<file path="config.mk">
export PLATFORM = sky130hd
export DESIGN_NAME = branch_condition_unit
export DESIGN_NICKNAME = d
export VERILOG_FILES = /design/src/rtl/branch_condition_unit.sv
export SDC_FILE = /design/constraint.sdc
export NUM_CORES = 1
export LEC_CHECK = 0
export CORE_MARGIN = 2
export CORE_UTILIZATION = 48
export DETAILED_ROUTE_END_ITERATION = 8
export PLACE_DENSITY = 0.86
export SETUP_SLACK_MARGIN = 0.2
export SYNTH_ARGS = -nofsm -noshare
export SYNTH_HDL_FRONTEND = slang
export SYNTH_SLANG_ARGS = --single-unit
</file>
<file path="constraint.sdc">
create_clock -name clk -period 6.5 [get_ports clk]
set_input_delay 0.65 -clock clk [delete_from_list [all_inputs] [get_ports clk]]
set_output_delay 0.65 -clock clk [all_outputs]
set_load 0.03 [all_outputs]
</file>
<file path="src/rtl/branch_condition_unit.sv">
// branch_condition_unit
// Execute-stage branch resolver. It holds the architectural flag register
// {N,Z,C,V} and evaluates the branch condition against the stored flags.
// A taken branch produces a one-cycle registered PC redirect and a flush
// of the wrong-path instructions in IF/ID that lasts several cycles. The
// unit also keeps saturating profiling counters.
//
// Ports:
//   clk, rst        rising-edge clock, synchronous active-high reset
//   Stall           freeze: no state update, no branch accepted
//   FlagWrite       load Flags from ALUFlags
//   BranchInst      the EX instruction is a branch
//   CondFlag        condition code (AL,EQ,NE,LT,GT,LE,GE,NV)
//   ALUFlags        {N,Z,C,V} from the ALU
//   BranchTarget    computed target address
//   Flags           registered flag register
//   BranchTaken     combinational: accepted branch whose condition holds
//   PCSrc/PCTarget  registered redirect strobe and address
//   FlushOut        squash IF/ID while the flush counter is nonzero
//   BranchCount     saturating count of accepted branches
//   TakenCount      saturating count of taken branches
module branch_condition_unit #(
  parameter int ADDR_W       = 32,
  parameter int FLUSH_CYCLES = 2,
  parameter int CNT_W        = 16
) (
  input  logic              clk,
  input  logic              rst,
  input  logic              Stall,
  input  logic              FlagWrite,
  input  logic              BranchInst,
  input  logic [2:0]        CondFlag,
  input  logic [3:0]        ALUFlags,
  input  logic [ADDR_W-1:0] BranchTarget,
  output logic [3:0]        Flags,
  output logic              BranchTaken,
  output logic              PCSrc,
  output logic [ADDR_W-1:0] PCTarget,
  output logic              FlushOut,
  output logic [CNT_W-1:0]  BranchCount,
  output logic [CNT_W-1:0]  TakenCount
);

  localparam logic [2:0] COND_AL = 3'b000;
  localparam logic [2:0] COND_EQ = 3'b001;
  localparam logic [2:0] COND_NE = 3'b010;
  localparam logic [2:0] COND_LT = 3'b011;
  localparam logic [2:0] COND_GT = 3'b100;
  localparam logic [2:0] COND_LE = 3'b101;
  localparam logic [2:0] COND_GE = 3'b110;

  localparam logic [2:0]       FLUSH_LOAD = 3'(FLUSH_CYCLES);
  localparam logic [CNT_W-1:0] CNT_MAX    = {CNT_W{1'b1}};

  logic       flag_n;
  logic       flag_z;
  logic       flag_v;
  logic       cond_true;
  logic       accept;
  logic [2:0] flush_cnt;

  // Condition always uses the stored flags; a same-cycle FlagWrite only
  // becomes visible to the next instruction.
  assign flag_n = Flags[3];
  assign flag_z = Flags[2];
  assign flag_v = Flags[0];

  always_comb begin
    cond_true = 1'b0;
    case (CondFlag)
      COND_AL: cond_true = 1'b1;
      COND_EQ: cond_true = flag_z;
      COND_NE: cond_true = !flag_z;
      COND_LT: cond_true = (flag_n != flag_v);
      COND_GT: cond_true = !flag_z && (flag_n == flag_v);
      COND_LE: cond_true = flag_z || (flag_n != flag_v);
      COND_GE: cond_true = (flag_n == flag_v);
      default: cond_true = 1'b0;
    endcase
  end

  // Branches seen while flushing are on the wrong path and are dropped.
  assign accept      = BranchInst && !Stall && !FlushOut;
  assign BranchTaken = accept && cond_true;
  assign FlushOut    = (flush_cnt != 3'd0);

  always_ff @(posedge clk) begin
    if (rst) begin
      Flags       <= 4'b0000;
      PCSrc       <= 1'b0;
      PCTarget    <= '0;
      flush_cnt   <= 3'd0;
      BranchCount <= '0;
      TakenCount  <= '0;
    end else begin
      // Redirect is a single-cycle strobe; a stall always clears it.
      PCSrc <= BranchTaken;
      if (BranchTaken)
        PCTarget <= BranchTarget;

      if (!Stall) begin
        if (FlagWrite)
          Flags <= ALUFlags;

        if (BranchTaken)
          flush_cnt <= FLUSH_LOAD;
        else if (flush_cnt != 3'd0)
          flush_cnt <= flush_cnt - 3'd1;
      end

      if (accept && (BranchCount != CNT_MAX))
        BranchCount <= BranchCount + 1'b1;
      if (BranchTaken && (TakenCount != CNT_MAX))
        TakenCount <= TakenCount + 1'b1;
    end
  end

endmodule

</file>
==> results.ini, run 1 <==
[synthesis]
yosysMostFrequentCell = nand2_1
synth.cell_area_mm2 = 0.00312
ys_top_cells_by_count = nand2_1, dfxtp_1, a21oi_1
yosys.area.top_type = dfxtp_1
synthTopCellsByArea = dfxtp_1, nand2_1, a21oi_1
synth_top_area_share_pct = 46.2
post_synth_num_cell_types = 42
synthArstFlopShare_pct = 0
synthCells = 379
synth-edff-count = 0
ys_ff_latch = 72
synthFlopType = dfxtp_1
yosys_warnings = 0
synthesis.nets = 427
synth_area_per_cell_um2 = 8.23
ys_seq_area_share_pct = 46.2

[timing]
setup_viol = 0
tns_ns = 0
finalHoldViolCount = 0
slew_headroom_pct = 25.9
fin_crit_ns = 4.48
finClkSkew_ns = 0.00871
rsz0062_at_grt = false
setup_slack_ns = 2.02
tightestPinTransition_ns = 1.11
timing.fmax_mhz = 223
maxSlewViolCount = 0
finalCritPeriodShare_pct = 69.0

[power]
total_power_mw = 1.19
leakage_nw = 1.50
switching_share_pct = 31.4
vdd_drop_max_v = 0.000259
p_sw_mw = 0.375
clockPowerShare_pct = 33.0
intPower_mw = 0.817
pwr-share-comb_pct = 25.4
power_density_mw_per_mm2 = 265
p_seq_share_pct = 41.6

[setup_path]
crit_arrival_ns = 3.83
path_buf_inv = 4
cp-end-kind = output pin
start_kind = primary input
worstPathRequired_ns = 5.85
cp_slowest_stage_delay_ns = 0.86
cp_cell_sequence = clkdlybuf4s50_1 > xor2_1 > a221o_1 > o2111ai_4 > buf_4 > inv_1 > clkdlybuf4s50_1
crit_fanout = 61
worst-setup-path-type = in -> out
cpLargestDelayFamily = buffers and inverters
critPathSlowestCell = inv_1
crit_top_cell = clkdlybuf4s50_1

[die]
dieArea_mm2 = 0.00716
rows = 29
die_h_um = 84.6
initial_core_util_pct = 49.4
core_mm2 = 0.00631
ios = 115
die_width_um = 84.6

[route]
vias = 3077
drc = 0
wire_per_inst_um = 14.3
routed_wl_um = 8080
drt_iter0_drc = 176
antenna_left = 0
via_per_inst = 5.45
dr.pass1.iters = 4

[grt]
antenna_found_initial = 0
grt_pass1_wl_um = 13200
grt_overflow = 0
grt_pass1_vias = 2872
grtUsageTotal_pct = 22.7
grt_max_degree = 77

[cts]
clock_sinks = 72
clk_path_buf_depth = 2
numCtsBuffers = 9
post_cts_resized = 0
cts_setup_buffers = 0
cts_root_buffer = clkbuf_8
htree_levels = 3
clkTransAtPathRegs_ns = 0.07
hold_buffers = 0
clk_latency_ns = 0.35
cts_tree = done

[final_layout]
drive_above_1_share_pct = 5.33
fin_cells = 565
multi_input_area_mm2 = 0.00154
regArea_mm2 = 0.00144
stdcell_area_mm2 = 0.00449
n_fill_cell = 508
diodes = 0
area_delta_synth_final_pct = 44.1
finalNetCount = 531

[flow_run]
drv_cap = 0

[placed_design]
placed_cell_area_mm2 = 0.00427
place_congestion = 0.808
portBuffers = 114
dp_hpwl_um = 5390
place_ws_ns = 2.05
dp_cells = 549

[hold_path]
hold_path.class = reg -> reg

[run_status]
status = finished clean

## cell usage in the layout, fill, tap and decap left out, types with 3 or more instances in the layout
cell               n
nor2_1            27
nand3_1           11
and4_1             3
and3_1             4
mux2i_1            5
a211oi_1           6
inv_1             11
nand4_1            9
nor4_1             7
o31ai_1            9
clkdlybuf4s50_1  113
mux2_2             3
ha_1               4
clkbuf_8           9
buf_4              3
xnor2_1           11
nand2_1           78
dfxtp_1           72
nor3_1             7
or4_1              8
a21oi_1           48
or3_1              3
o21ai_0            5
nor2b_1            4
## flip-flops by register name (all words and copies together) (netlist names)
name / cells
BranchCount: 16
Flags: 4
PCSrc: 1
PCTarget: 32
TakenCount: 16
flush_cnt: 3
## per-layer routing
layer  track usage (%)  up-vias  routed length (um)
li1                  -     1537                   -
met1              27.6     1430                3360
met2              37.4       88                4080
met3              5.80       22                 396
met4              11.3        0                 235
met5                 0        -                   0
## cell families (layout without fill, tap and decap cells)
group                      Yosys count  after routing  synth area share [%]
AOI/OAI and AO/OA                   78             78                  15.0
adders and majority gates            4              4                  1.61
DFF                                 72             72                  46.2
xor gates and xnor gates            13             13                  3.65
and+or+nand+nor                    169            169                  26.0
muxes                                8              8                  2.69
buffers and inverters               35            144                  4.86
## power groups by stage
| stage | Combinational, mW | Clock (mW) | Sequential, mW |
|---|---|---|---|
| after floorplan | 0.137 | 0 | 0.550 |
| after global placement | 0.290 | 0 | 0.504 |
| after detailed placement | 0.299 | 0 | 0.506 |
| after CTS | 0.305 | 0.398 | 0.496 |
| after global routing | 0.333 | 0.421 | 0.500 |
| final | 0.303 | 0.394 | 0.496 |
## per-stage QoR
stage / util (%) / hold WS [ns]
2_1_floorplan: - / 0.464
3_3_place_gp: 67.7 / 0.441
3_5_place_dp: 67.7 / 0.445
4_1_cts: 71.2 / 0.457
5_1_grt: 71.2 / 0.477
6_report: 71.2 / 0.455
## worst reg2reg max path: stages, from the launching register on
cell and delay [ns]:
dfxtp_1 0.32, inv_1 0.10, ha_1 0.16, ha_1 0.23, and3b_1 0.34, o2111ai_4 0.15, buf_4 0.31, inv_1 0.90
o32a_1 0.32, nor2_1 0.05
## path summary, 6_finish.rpt
path                                   start            to  slack (ns)  depth (start not counted)
worst min-delay path            PCTarget[17]  PCTarget[17]        0.45                          2
worst min register to register  PCTarget[17]  PCTarget[17]        0.45                          2
worst max-delay path             CondFlag[2]   BranchTaken        2.02                          7
worst max register to register  flush_cnt[0]  flush_cnt[2]        3.49                          9
## cell type report
class | count | share of cell area (%)
well taps | 77 | 2.14
flip-flops and latches | 72 | 32.1
clock inverters | 6 | 2.06
inverters | 11 | 0.919
clock buffers | 10 | 2.84
repair buffers | 117 | 25.8
multi-input cells | 272 | 34.2
No activity file was read; power rests on OpenSTA's default activity.
==> run 2: changes to the inputs <==
--- a/config.mk
+++ b/config.mk
@@ -6,9 +6,9 @@
 export NUM_CORES = 1
 export LEC_CHECK = 0
 export CORE_MARGIN = 2
-export CORE_UTILIZATION = 48
+export CORE_UTILIZATION = 44
 export DETAILED_ROUTE_END_ITERATION = 8
-export PLACE_DENSITY = 0.86
+export PLACE_DENSITY = 0.79
 export SETUP_SLACK_MARGIN = 0.2
 export SYNTH_ARGS = -nofsm -noshare
 export SYNTH_HDL_FRONTEND = slang
==> constraint.sdc (replaced) <==
create_clock -name clk -period 4.2 [get_ports clk]
set_input_delay 0.42 -clock clk [delete_from_list [all_inputs] [get_ports clk]]
set_output_delay 0.42 -clock clk [all_outputs]
set_load 0.03 [all_outputs]
==> results.ini, run 2 (synthesis results as in run 1) <==
[cts]
cts_setup_buffers = 0
cts_tree = done
cts_root_buffer = clkbuf_8
numCtsBuffers = 9
clkTransAtPathRegs_ns = 0.07
hold_buffers = 0
clk_path_buf_depth = 2
htree_levels = 3
clk_latency_ns = 0.34
clock_sinks = 72
post_cts_resized = 0

[die]
die_h_um = 88.2
core_mm2 = 0.00683
initial_core_util_pct = 45.6
dieArea_mm2 = 0.00778
die_width_um = 88.2
ios = 115
rows = 30

[grt]
grt_overflow = 0
antenna_found_initial = 0
grtUsageTotal_pct = 20.2
grt_pass1_vias = 2712
grt_pass1_wl_um = 12400
grt_max_degree = 61

[setup_path]
crit_arrival_ns = 2.43
critPathLaunch = flush_cnt[0]
crit_fanout = 6
worstPathRequired_ns = 3.78
r2r_start = flush_cnt[0]
worst-setup-path-type = reg -> out
cp-end-kind = output pin
start_kind = register

[route]
dr.pass1.iters = 4
drt_iter0_drc = 201
vias = 3062
routed_wl_um = 8010
via_per_inst = 5.24
wire_per_inst_um = 13.7
drc = 0
antenna_left = 0

[timing]
setup_slack_ns = 1.35
slew_headroom_pct = 22.6
tns_ns = 0
fin_crit_ns = 2.85
setup_viol = 0
timing.fmax_mhz = 351
rsz0062_at_grt = false
maxSlewViolCount = 0
finalHoldViolCount = 0
tightestPinTransition_ns = 1.16
finClkSkew_ns = 0.0139
finalCritPeriodShare_pct = 67.9
fin_hold_ws_ns = 0.453

[final_layout]
fin_cells = 584
stdcell_area_mm2 = 0.00454
finalNetCount = 532
layout_common_cells = clkdlybuf4s50_1, nand2_1, dfxtp_1
largest_reg_flops = 32
layout_commonest_cell = clkdlybuf4s50_1
largestRegisters = PCTarget x32, BranchCount x16, TakenCount x16
drive_above_1_share_pct = 5.53
diodes = 0
finish.utilization_pct = 66.4
area_delta_synth_final_pct = 45.5
top_register = PCTarget

[placed_design]
dp_hpwl_um = 5560
placed_cell_area_mm2 = 0.00431
portBuffers = 114
place_ws_ns = 1.42
dp_cells = 569
place_congestion = 0.834

[power]
total_power_mw = 1.88
vdd_drop_max_v = 0.000409
power_density_mw_per_mm2 = 413
leakage_nw = 1.52

[hold_path]
hp-start = PCTarget[13]
hold_path.class = reg -> reg

[run_status]
status = finished clean

[flow_run]
drv_cap = 0

-- run 2: cell count changes in the layout (fill, tap and decap cells not counted) --
cell / delta
clkinv_2: +2
clkinvlp_4: -2
inv_6: -1
bufinv_16: +1
buf_4: +1
clkbuf_1: -1
-- run 2: layout make-up --
| class | count | area, um^2 |
|---|---|---|
| Clock buffer | 9 | 124 |
| Clock inverter | 6 | 109 |
| Fill cell | 585 | 2290 |
| Inverter | 11 | 41.3 |
| Multi-Input combinational cell | 272 | 1540 |
| Sequential cell | 72 | 1440 |
| Tap cell | 96 | 120 |
| Timing Repair Buffer | 118 | 1170 |
-- run 2: where the power goes --
part / internal [mW] / total (mW) / switching, mW
Clock: 0.390 / 0.644 / 0.254
Sequential: 0.734 / 0.766 / 0.0315
Combinational: 0.194 / 0.466 / 0.271
Total: 1.32 / 1.88 / 0.557
-- run 2: worst paths after layout --
kind,end,slack (ns),cells past startpoint
worst max register to register,TakenCount[6],1.65,8
worst min register to register,PCTarget[13],0.45,2
worst min-delay path,PCTarget[13],0.45,2
worst max-delay path,BranchTaken,1.35,7
-- run 2: worst max-delay path, stage by stage (launching register included) --
cell,delay (ns)
dfxtp_1,0.31
inv_1,0.07
ha_1,0.16
ha_1,0.23
and3b_1,0.35
o2111ai_4,0.16
inv_1,0.13
clkdlybuf4s50_1,0.68
-- run 2: routing by layer --
layer	up-vias	track usage [%]	share of wire (%)
li1	1540	-	-
met1	1429	25.1	43
met3	7	5.37	5.2
met5	-	0	0
met4	0	7.16	1.2
met2	86	33.7	50
==> run 3: changes to the inputs <==
==> constraint.sdc (replaced) <==
create_clock -name clk -period 2.75 [get_ports clk]
set_input_delay 0.275 -clock clk [delete_from_list [all_inputs] [get_ports clk]]
set_output_delay 0.275 -clock clk [all_outputs]
set_load 0.03 [all_outputs]
==> results.ini, run 3 (synthesis results as in run 1) <==
[grt]
grt_overflow = 0
grtUsageTotal_pct = 21.6
grt_pass1_wl_um = 13200
antenna_found_initial = 0
grt_pass1_vias = 2928
grt_max_degree = 36

[timing]
rsz0062_at_grt = false
maxSlewViolCount = 0
setup_viol = 0
timing.fmax_mhz = 417
finClkSkew_ns = 0.0110
fin_crit_ns = 2.40
tightestPinTransition_ns = 0.644
tns_ns = 0
finalHoldViolCount = 0
slew_headroom_pct = 56.9
finalCritPeriodShare_pct = 87.2

[final_layout]
area_delta_synth_final_pct = 46.3
finish.utilization_pct = 66.8
n_fill_cell = 596
top_register = PCTarget
finalNetCount = 541
drive_above_1_share_pct = 7.83
largestRegisters = PCTarget x32, BranchCount x16, TakenCount x16
diodes = 0
largest_reg_flops = 32
layout_commonest_cell = clkdlybuf4s50_1
fin_cells = 594
layout_common_cells = clkdlybuf4s50_1, nand2_1, dfxtp_1

[setup_path]
crit_path_end = BranchTaken
start_kind = primary input
crit_arrival_ns = 2.12
r2r-end = BranchCount[15]
r2r_start = flush_cnt[0]
worstPathRequired_ns = 2.48
cp-end-kind = output pin
crit_fanout = 35
worst-setup-path-type = in -> out
ff2ff_path_depth = 9
critPathLaunch = CondFlag[2]
r2r_slack_ns = 0.44

[hold_path]
hold_path.class = in -> reg

[cts]
clk_path_buf_depth = 2
cts_tree = done
clock_sinks = 72
numCtsBuffers = 9
clk_latency_ns = 0.35
clkTransAtPathRegs_ns = 0.07
cts_root_buffer = clkbuf_8
htree_levels = 3

[power]
leakage_nw = 1.52
total_power_mw = 2.66
power_density_mw_per_mm2 = 583
vdd_drop_max_v = 0.000360

[die]
initial_core_util_pct = 45.6
die_width_um = 88.2
die_h_um = 88.2
dieArea_mm2 = 0.00778
rows = 30
ios = 115
core_mm2 = 0.00683

[route]
drc = 0
antenna_left = 0
wire_per_inst_um = 14.0
vias = 3178
via_per_inst = 5.35
dr.pass1.iters = 4
drt_iter0_drc = 192
routed_wl_um = 8300

[placed_design]
dp_hpwl_um = 5710
portBuffers = 114
dp_cells = 575
place_congestion = 0.847

[run_status]
status = finished clean

[flow_run]
drv_cap = 0

-- run 3: critical path, stage by stage --
cell and delay (ns):
clkdlybuf4s50_1 0.48, xor2_1 0.20, a22oi_1 0.44, o2111ai_4 0.21, inv_2 0.13, buf_12 0.19
buf_4 0.19
-- run 3: worst min-delay path by stage --
stage	from	depth (start not counted)	end
CTS	rst	2	BranchCount[8]
finish	rst	2	BranchCount[9]
global placement	PCTarget[25]	2	PCTarget[25]
floorplan	BranchTarget[0]	2	PCTarget[0]
global route	rst	2	BranchCount[8]
detailed placement	PCTarget[21]	2	PCTarget[21]
-- run 3: stage by stage --
stage	hold WS [ns]	cell area, um^2	setup WS (ns)
final	0.426	4560	0.351
after global routing	0.453	4560	0.240
after detailed placement	0.447	4360	0.120
after CTS	0.406	4550	0.231
after global placement	0.441	4360	0.209
after floorplan	0.411	3120	0.646
-- run 3: final cells by class --
cell class / instances / area [um^2] / share of cell area (%)
inverters: 11 / 41.3 / 0.905
clock inverters: 6 / 42.5 / 0.933
well taps: 96 / 120 / 2.63
repair buffers: 126 / 1240 / 27.1
flip-flops and latches: 72 / 1440 / 31.6
multi-input cells: 273 / 1550 / 34.0
clock buffers: 10 / 128 / 2.80
-- run 3: routing by layer --
layer  global-route usage, %  up-vias  routed length (um)
li1                        -     1574                   -
met1                    28.2     1476                3690
met2                    33.6      107                3950
met3                    4.34       21                 440
met4                    11.4        0                 223
met5                       0        -                   0
-- run 3: what timing repair did --
action	CTS	global route
endpoints found under the setup margin	1	1
hold buffers	0	0
setup buffers	0	2
pin swaps	1	0
endpoints found under the hold margin	0	0
cloned	1	0
resized for setup	2	0
-- run 3: power by group --
| part | total (mW) | switching (mW) | leakage, nW | internal [mW] |
|---|---|---|---|---|
| clock | 0.740 | 0.409 | 0.0831 | 0.331 |
| sequential | 1.17 | 0.0475 | 0.583 | 1.12 |
| combinational | 0.753 | 0.428 | 0.859 | 0.325 |
